$ cat src/rtl/pixel_apb_loader_pkg.sv
`default_nettype none
// ============================================================================
// Module   : pixel_apb_loader_pkg
// Purpose  : Shared state encoding, frame geometry and packing helper.
// Revision : 1.0
// ============================================================================
package pixel_apb_loader_pkg;

  typedef enum logic [2:0] {
    FILL     = 3'd0,
    W_SETUP  = 3'd1,
    W_ACCESS = 3'd2,
    S_SETUP  = 3'd3,
    S_ACCESS = 3'd4,
    DONE     = 3'd5
  } loader_state_t;

  localparam int PIXELS_PER_WORD = 3;
  localparam int WORDS_PER_FRAME = 4096;
  localparam int START_REG_ADDR  = 0;
  localparam int PIXEL_WIDTH     = 8;

  // Word counter must hold WORDS_PER_FRAME itself (1..4096 inclusive).
  localparam int WORD_CNT_W = $clog2(WORDS_PER_FRAME + 1);
  localparam int LANE_W     = 2;

  function automatic logic [PIXELS_PER_WORD*PIXEL_WIDTH-1:0] pack_word(
    input logic [PIXEL_WIDTH-1:0] p0,
    input logic [PIXEL_WIDTH-1:0] p1,
    input logic [PIXEL_WIDTH-1:0] p2
  );
    return {p2, p1, p0};
  endfunction

endpackage
`default_nettype wire

$ cat src/rtl/pixel_apb_loader_if.sv
`default_nettype none
// ============================================================================
// Module   : pixel_apb_loader_if
// Purpose  : Pixel stream handshake plus APB write-master signals.
// Revision : 1.0
// ============================================================================
interface pixel_apb_loader_if
  import pixel_apb_loader_pkg::*;
#(
  parameter int Amba_Word       = 24,
  parameter int Amba_Addr_Depth = 12
) ();

  logic                     pix_valid;
  logic [PIXEL_WIDTH-1:0]   pix_data;
  logic                     pix_ready;
  logic                     PSEL;
  logic                     PENABLE;
  logic                     PWRITE;
  logic [Amba_Addr_Depth:0] PADDR;
  logic [Amba_Word-1:0]     PWDATA;
  logic                     frame_done;
  logic                     busy;

  // The loader side.
  modport master (
    input  pix_valid, pix_data,
    output pix_ready, PSEL, PENABLE, PWRITE, PADDR, PWDATA, frame_done, busy
  );

  // The environment side: pixel source, APB slave, status observer.
  modport slave (
    output pix_valid, pix_data,
    input  pix_ready, PSEL, PENABLE, PWRITE, PADDR, PWDATA, frame_done, busy
  );

endinterface
`default_nettype wire

$ cat src/rtl/pixel_apb_loader_apb_write_master.sv
`default_nettype none
// ============================================================================
// Module   : apb_write_master
// Purpose  : Two-cycle APB write (SETUP then ACCESS) launched by a req pulse.
// Revision : 1.0
// ============================================================================
module apb_write_master
  import pixel_apb_loader_pkg::*;
#(
  parameter int ADDR_W = 13,
  parameter int DATA_W = 24
) (
  input  logic              clk,
  input  logic              rst,
  input  logic              req,
  input  logic [ADDR_W-1:0] addr,
  input  logic [DATA_W-1:0] data,
  output logic              done,
  output logic              psel,
  output logic              penable,
  output logic              pwrite,
  output logic [ADDR_W-1:0] paddr,
  output logic [DATA_W-1:0] pwdata
);

  logic              r_psel;
  logic              r_penable;
  logic              r_pwrite;
  logic [ADDR_W-1:0] r_paddr;
  logic [DATA_W-1:0] r_pwdata;

  // A req seen during ACCESS chains straight into the next SETUP.
  always_ff @(posedge clk or negedge rst) begin
    if (!rst) begin
      r_psel    <= 1'b0;
      r_penable <= 1'b0;
      r_pwrite  <= 1'b0;
      r_paddr   <= '0;
      r_pwdata  <= '0;
    end else if (r_psel && !r_penable) begin
      r_penable <= 1'b1;
    end else if (req) begin
      r_psel    <= 1'b1;
      r_penable <= 1'b0;
      r_pwrite  <= 1'b1;
      r_paddr   <= addr;
      r_pwdata  <= data;
    end else begin
      r_psel    <= 1'b0;
      r_penable <= 1'b0;
      r_pwrite  <= 1'b0;
    end
  end

  assign done    = r_psel & r_penable;
  assign psel    = r_psel;
  assign penable = r_penable;
  assign pwrite  = r_pwrite;
  assign paddr   = r_paddr;
  assign pwdata  = r_pwdata;

endmodule
`default_nettype wire

$ cat src/rtl/pixel_apb_loader.sv
`default_nettype none
// ============================================================================
// Module   : pixel_apb_loader
// Purpose  : Packs 8-bit pixels three per word and writes a 4096-word frame
//            over APB, then kicks the start register at address 0.
// Revision : 1.0
// ============================================================================
module pixel_apb_loader
  import pixel_apb_loader_pkg::*;
#(
  parameter int Amba_Word       = 24,
  parameter int Amba_Addr_Depth = 12
) (
  input  logic               clk,
  input  logic               rst,
  pixel_apb_loader_if.master bus
);

  localparam int                    ADDR_W      = Amba_Addr_Depth + 1;
  localparam logic [WORD_CNT_W-1:0] c_last_word = WORD_CNT_W'(WORDS_PER_FRAME);
  localparam logic [LANE_W-1:0]     c_last_lane = LANE_W'(PIXELS_PER_WORD - 1);

  loader_state_t          r_state;
  logic [LANE_W-1:0]      r_lane;
  logic [WORD_CNT_W-1:0]  r_word_cnt;
  logic [PIXEL_WIDTH-1:0] r_lane0;
  logic [PIXEL_WIDTH-1:0] r_lane1;
  logic                   r_pix_ready;
  logic                   r_frame_done;
  logic                   r_busy;

  logic                   w_accept;
  logic                   w_last_lane;
  logic                   w_req_word;
  logic                   w_req_start;
  logic                   w_req;
  logic                   w_done;
  logic [ADDR_W-1:0]      w_addr;
  logic [Amba_Word-1:0]   w_data;
  logic                   w_psel;
  logic                   w_penable;
  logic                   w_pwrite;
  logic [ADDR_W-1:0]      w_paddr;
  logic [Amba_Word-1:0]   w_pwdata;

  // pix_ready is only ever high in FILL, so accept implies FILL.
  assign w_accept    = bus.pix_valid & r_pix_ready;
  assign w_last_lane = (r_lane == c_last_lane);
  assign w_req_word  = w_accept & w_last_lane;
  assign w_req_start = (r_state == W_ACCESS) & w_done & (r_word_cnt == c_last_word);
  assign w_req       = w_req_word | w_req_start;

  // The lane-2 pixel goes straight from the bus into the word being launched.
  assign w_addr = w_req_start ? ADDR_W'(START_REG_ADDR) : ADDR_W'(r_word_cnt);
  assign w_data = w_req_start ? Amba_Word'(1)
                              : Amba_Word'(pack_word(r_lane0, r_lane1, bus.pix_data));

  always_ff @(posedge clk or negedge rst) begin
    if (!rst) begin
      r_state      <= FILL;
      r_lane       <= '0;
      r_word_cnt   <= WORD_CNT_W'(1);
      r_lane0      <= '0;
      r_lane1      <= '0;
      r_pix_ready  <= 1'b0;
      r_frame_done <= 1'b0;
      r_busy       <= 1'b0;
    end else begin
      r_frame_done <= 1'b0;
      case (r_state)
        FILL: begin
          r_pix_ready <= 1'b1;
          if (w_accept) begin
            r_busy <= 1'b1;
            if (w_last_lane) begin
              r_lane      <= '0;
              r_pix_ready <= 1'b0;
              r_state     <= W_SETUP;
            end else begin
              r_lane <= r_lane + LANE_W'(1);
              if (r_lane == '0) r_lane0 <= bus.pix_data;
              else              r_lane1 <= bus.pix_data;
            end
          end
        end
        W_SETUP: r_state <= W_ACCESS;
        W_ACCESS: begin
          if (w_done) begin
            if (r_word_cnt == c_last_word) begin
              r_state <= S_SETUP;
            end else begin
              r_word_cnt  <= r_word_cnt + WORD_CNT_W'(1);
              r_pix_ready <= 1'b1;
              r_state     <= FILL;
            end
          end
        end
        S_SETUP: r_state <= S_ACCESS;
        S_ACCESS: begin
          if (w_done) begin
            r_frame_done <= 1'b1;
            r_busy       <= 1'b0;
            r_state      <= DONE;
          end
        end
        DONE: begin
          r_word_cnt  <= WORD_CNT_W'(1);
          r_lane      <= '0;
          r_pix_ready <= 1'b1;
          r_state     <= FILL;
        end
        default: begin
          r_pix_ready <= 1'b0;
          r_state     <= FILL;
        end
      endcase
    end
  end

  apb_write_master #(
    .ADDR_W (ADDR_W),
    .DATA_W (Amba_Word)
  ) u_apb_write_master (
    .clk     (clk),
    .rst     (rst),
    .req     (w_req),
    .addr    (w_addr),
    .data    (w_data),
    .done    (w_done),
    .psel    (w_psel),
    .penable (w_penable),
    .pwrite  (w_pwrite),
    .paddr   (w_paddr),
    .pwdata  (w_pwdata)
  );

  assign bus.pix_ready  = r_pix_ready;
  assign bus.PSEL       = w_psel;
  assign bus.PENABLE    = w_penable;
  assign bus.PWRITE     = w_pwrite;
  assign bus.PADDR      = w_paddr;
  assign bus.PWDATA     = w_pwdata;
  assign bus.frame_done = r_frame_done;
  assign bus.busy       = r_busy;

endmodule
`default_nettype wire

$ cat src/flat_wrapper.sv
// flat-port wrapper written by rule: the top's interface ports become plain ports
module pixel_apb_loader_flat import pixel_apb_loader_pkg::*;
#(
  parameter int Amba_Word       = 24,
  parameter int Amba_Addr_Depth = 12
)
  (clk, rst, bus_pix_valid, bus_pix_data, bus_pix_ready, bus_PSEL, bus_PENABLE, bus_PWRITE, bus_PADDR, bus_PWDATA, bus_frame_done, bus_busy);
  pixel_apb_loader_if #(.Amba_Word(Amba_Word), .Amba_Addr_Depth(Amba_Addr_Depth)) bus_i ();
  input  logic clk;
  input  logic rst;
  input wire logic [$bits(bus_i.pix_valid)-1:0] bus_pix_valid;
  input wire logic [$bits(bus_i.pix_data)-1:0] bus_pix_data;
  output wire logic [$bits(bus_i.pix_ready)-1:0] bus_pix_ready;
  output wire logic [$bits(bus_i.PSEL)-1:0] bus_PSEL;
  output wire logic [$bits(bus_i.PENABLE)-1:0] bus_PENABLE;
  output wire logic [$bits(bus_i.PWRITE)-1:0] bus_PWRITE;
  output wire logic [$bits(bus_i.PADDR)-1:0] bus_PADDR;
  output wire logic [$bits(bus_i.PWDATA)-1:0] bus_PWDATA;
  output wire logic [$bits(bus_i.frame_done)-1:0] bus_frame_done;
  output wire logic [$bits(bus_i.busy)-1:0] bus_busy;
  assign bus_i.pix_valid = bus_pix_valid;
  assign bus_i.pix_data = bus_pix_data;
  assign bus_pix_ready = bus_i.pix_ready;
  assign bus_PSEL = bus_i.PSEL;
  assign bus_PENABLE = bus_i.PENABLE;
  assign bus_PWRITE = bus_i.PWRITE;
  assign bus_PADDR = bus_i.PADDR;
  assign bus_PWDATA = bus_i.PWDATA;
  assign bus_frame_done = bus_i.frame_done;
  assign bus_busy = bus_i.busy;
  pixel_apb_loader #(.Amba_Word(Amba_Word), .Amba_Addr_Depth(Amba_Addr_Depth)) u_core (.clk(clk), .rst(rst), .bus(bus_i));
endmodule
$ cat config.mk
export PLATFORM = sky130hd
export DESIGN_NAME = pixel_apb_loader_flat
export DESIGN_NICKNAME = d
export VERILOG_FILES = /design/src/rtl/pixel_apb_loader_pkg.sv /design/src/rtl/pixel_apb_loader_if.sv /design/src/rtl/pixel_apb_loader_apb_write_master.sv /design/src/rtl/pixel_apb_loader.sv /design/src/flat_wrapper.sv
export SDC_FILE = /design/constraint.sdc
export NUM_CORES = 1
export LEC_CHECK = 0
export CAP_MARGIN = 20
export CORE_MARGIN = 10
export CORE_UTILIZATION = 59
export DETAILED_ROUTE_END_ITERATION = 10
export PLACE_DENSITY = 0.85
export SETUP_SLACK_MARGIN = 0.5
export SYNTH_ARGS = -nofsm -noshare
export SYNTH_HDL_FRONTEND = slang
export SYNTH_SLANG_ARGS = --single-unit
$ cat constraint.sdc
create_clock -name clk -period 3.6 [get_ports clk]
set_input_delay 0.54 -clock clk [delete_from_list [all_inputs] [get_ports clk]]
set_output_delay 0.54 -clock clk [all_outputs]
set_load 0.05 [all_outputs]
==> out/metrics.yaml <==
outcome:
  status: "complete, no violations"
critical_path:
  reg2reg_to: "u_core.u_apb_write_master.pwdata[17]$_DFFE_PN0P_"
  required_ns: 3.81
  slowest_stage: "or3b_1"
  reg2reg_slack_ns: 1.13
  path_cells: "or3b_1 -> or2_1 -> buf_4 -> nor2_2 -> buf_12 -> o211ai_1"
  critical-path-top-delay-family: "simple AND/OR/NAND/NOR gates"
  crit_fanout: 29
  timing.critical_path.buf_inv: 2
  reg2regPathDepth: 6
  cp-start-kind: "flop"
  crit_type: "reg -> reg"
  cp_slowest_stage_delay_ns: 0.51
  end_kind: "flop"
  cp.arrival_ns: 2.68
  r2r_start: "u_core.r_state[2]$_DFFE_PN0P_"
placed_design:
  gp_congestion: 0.872
  place_ws_ns: 1.19
  hpwl_mm: 6.22
  io_buffers: 53
global_routing:
  antenna_found_initial: 0
  grt_start_max_net_pins: 77
  first_global_vias: 3160
  track_usage_pct: 18.9
  grt_pass1_wl_mm: 15.7
  grt_remaining_overflow: 0
clock_network:
  clk_pin_slew_ns: 0.09
  htreeDepth: 3
  postCtsSetupBuffers: 0
  clock_path_buffers: 2
  cts-root-buf: "clkbuf_8"
  clock_latency_ns: 0.35
  cts_tree: "done"
  cts_sinks: 76
  cts_buffers: 9
  cts_resized: 0
  postCtsHoldBufs: 0
synth:
  synthTopCellsByArea: "dfrtp_1 49%, nand2_1 6.8%, o2111ai_1 5.5%"
  yosys.area.top_type_share_pct: 49.4
  syn_inst: 389
  synth_nets: 402
  synth.area.mux_share_pct: 5.73
  synth-seq-cells: 76
  syn_area_sq_um: 3800
  yosysSeqAreaShare_pct: 50.1
  synthAdderAreaFrac_pct: 0.658
  yosys.area.top_type: "dfrtp_1"
  async_flop_share_pct: 100
  synth_compound_area_share_pct: 21.1
  avgSynthCellArea_sq_um: 9.77
  synth_edf_count: 0
  yosysWarnings: 0
  synth_top_family_by_area: "compound AO/OA/AOI/OAI gates"
  synth_cell_types: 46
  synthXorXnorAreaFrac_pct: 0
  synth_simple_gate_area_share_pct: 17.0
  ys.flop_type: "dfrtp_1"
route:
  detail_route.wl_per_cell_um: 18.6
  dr.pass1.iters: 5
  drcViolationCount: 0
  vias: 3274
  totalWireLength_mm: 9.41
  avgViaCountPerCell: 6.48
  drt_first_iter_violations: 258
  ant_nets: 0
sta:
  worst_slew_pin_slew_ns: 0.934
  holdWs_ns: 0.322
  slew_headroom_pct: 37.7
  setup_violations: 0
  maxSlewViolCount: 0
  rsz0062_at_grt: "false"
  finalCritPeriodShare_pct: 68.5
  period_needed_ns: 2.47
  skew_ns: 0.0126
  finalHoldViolCount: 0
  fin_setup_tns_ns: 0
  setup_ws_ns: 1.13
  max_freq_mhz: 406
pwr:
  power_density_nw_per_um2: 354
  clock_power_share_pct: 44.9
  combPwrFrac_pct: 1.9
  p_switching_uw: 351
  intPower_uw: 1250
  netSwitchingFraction_pct: 21.9
  p_seq_share_pct: 53.2
  power_leakage_uw: 0.00194
  irDropWorstVdd_uv: 356
finish:
  fin_nets: 436
  area_growth_pct: 19.1
  drive_gt1_share_pct: 10.3
  antennaDiodeCount: 0
  final_cell_mix: "75 x dfrtp_1, 69 x nand2_1, 52 x clkdlybuf4s50_1"
  final_common_cell: "dfrtp_1"
floorplanning:
  die_w_um: 100
  core_sq_um: 6310
  rows: 29
  ios: 54
  start_util_pct: 60.2
  dieArea_sq_um: 10100
  die_h_um: 100
min_path:
  hp-class: "in -> async"
run:
  drv_cap: 0
[layout make-up]
class / instances / area (sq um)
Inverter: 7 / 26.3
Multi-Input combinational cell: 269 / 1690
Timing Repair Buffer: 60 / 593
Fill cell: 468 / 1790
Tap cell: 77 / 96.3
Clock inverter: 6 / 88.8
Sequential cell: 76 / 1900
Clock buffer: 10 / 128
[routing by layer]
metal	routed length, um	global-route usage (%)
met1	3870	23.8
met2	4790	31.3
met3	622	3.91
met4	125	6.85
met5	0	0
[flip-flops by register name, indices dropped and copies added, names as in the netlist]
register,flops
u_core.r_lane1,8
u_core.r_word_cnt,13
u_core.bus.frame_done,1
u_core.r_state,3
u_core.u_apb_write_master.paddr,13
u_core.r_lane,2
u_core.u_apb_write_master.pwrite,1
u_core.r_lane0,8
u_core.bus.busy,1
u_core.bus.pix_ready,1
u_core.u_apb_write_master.pwdata,24
u_core.u_apb_write_master.penable,1
[through the flow]
stage / cells / area, sq um / power, uW / utilization, %
2_1_floorplan: 389 / 3800 / 871 / -
3_3_place_gp: 489 / 4310 / 901 / 68.3
3_5_place_dp: 489 / 4310 / 902 / 68.3
4_1_cts: 505 / 4530 / 1610 / 71.7
5_1_grt: 505 / 4530 / 1650 / 71.7
6_report: 505 / 4530 / 1600 / 71.7
[how the worst max path moves through the flow]
stage,slack (ns),from,endpoint,depth (start not counted)
finish,1.13,u_core.r_state[2]$_DFFE_PN0P_,u_core.u_apb_write_master.pwdata[17]$_DFFE_PN0P_,6
floorplan,1.67,u_core.r_state[0]$_DFFE_PN0P_,u_core.r_word_cnt[12]$_DFFE_PN0P_,6
CTS,1.14,u_core.r_state[0]$_DFFE_PN0P_,u_core.u_apb_write_master.pwdata[5]$_DFFE_PN0P_,6
detailed placement,1.19,u_core.r_state[0]$_DFFE_PN0P_,u_core.u_apb_write_master.pwdata[21]$_DFFE_PN0P_,6
global route,0.97,u_core.r_state[0]$_DFFE_PN0P_,u_core.u_apb_write_master.pwdata[5]$_DFFE_PN0P_,6
global placement,1.28,bus_pix_valid,u_core.r_lane0[5]$_DFFE_PN0P_,5
[kinds of logic (layout without fill, tap and decap cells)]
kind of cell,after synthesis,count (layout)
compound gates,116,116
fa+ha+maj,2,2
buf+inv,44,83
flops,76,76
mux,19,19
simple gates,132,132
[synth_stat cells, drive strengths merged, types with 4 or more instances]
master,n
nor2,10
buf,12
a31oi,5
a21oi,18
nor4,4
o2111ai,24
inv,7
mux2,19
nand4,4
nand3,8
nand2,69
clkbuf,25
o21ai,21
dfrtp,75
o31ai,9
o211ai,27
and3,13
[power groups by stage]
| stage | sequential (uW) | clock, uW | combinational, uW |
|---|---|---|---|
| after global routing | 853 | 761 | 34.5 |
| after global placement | 870 | 0 | 31.3 |
| final | 853 | 720 | 30.6 |
| after detailed placement | 870 | 0 | 31.9 |
| after CTS | 853 | 728 | 31.8 |
| after floorplan | 870 | 0 | 0.758 |
Note: power is estimated with default switching activity, not from simulation.
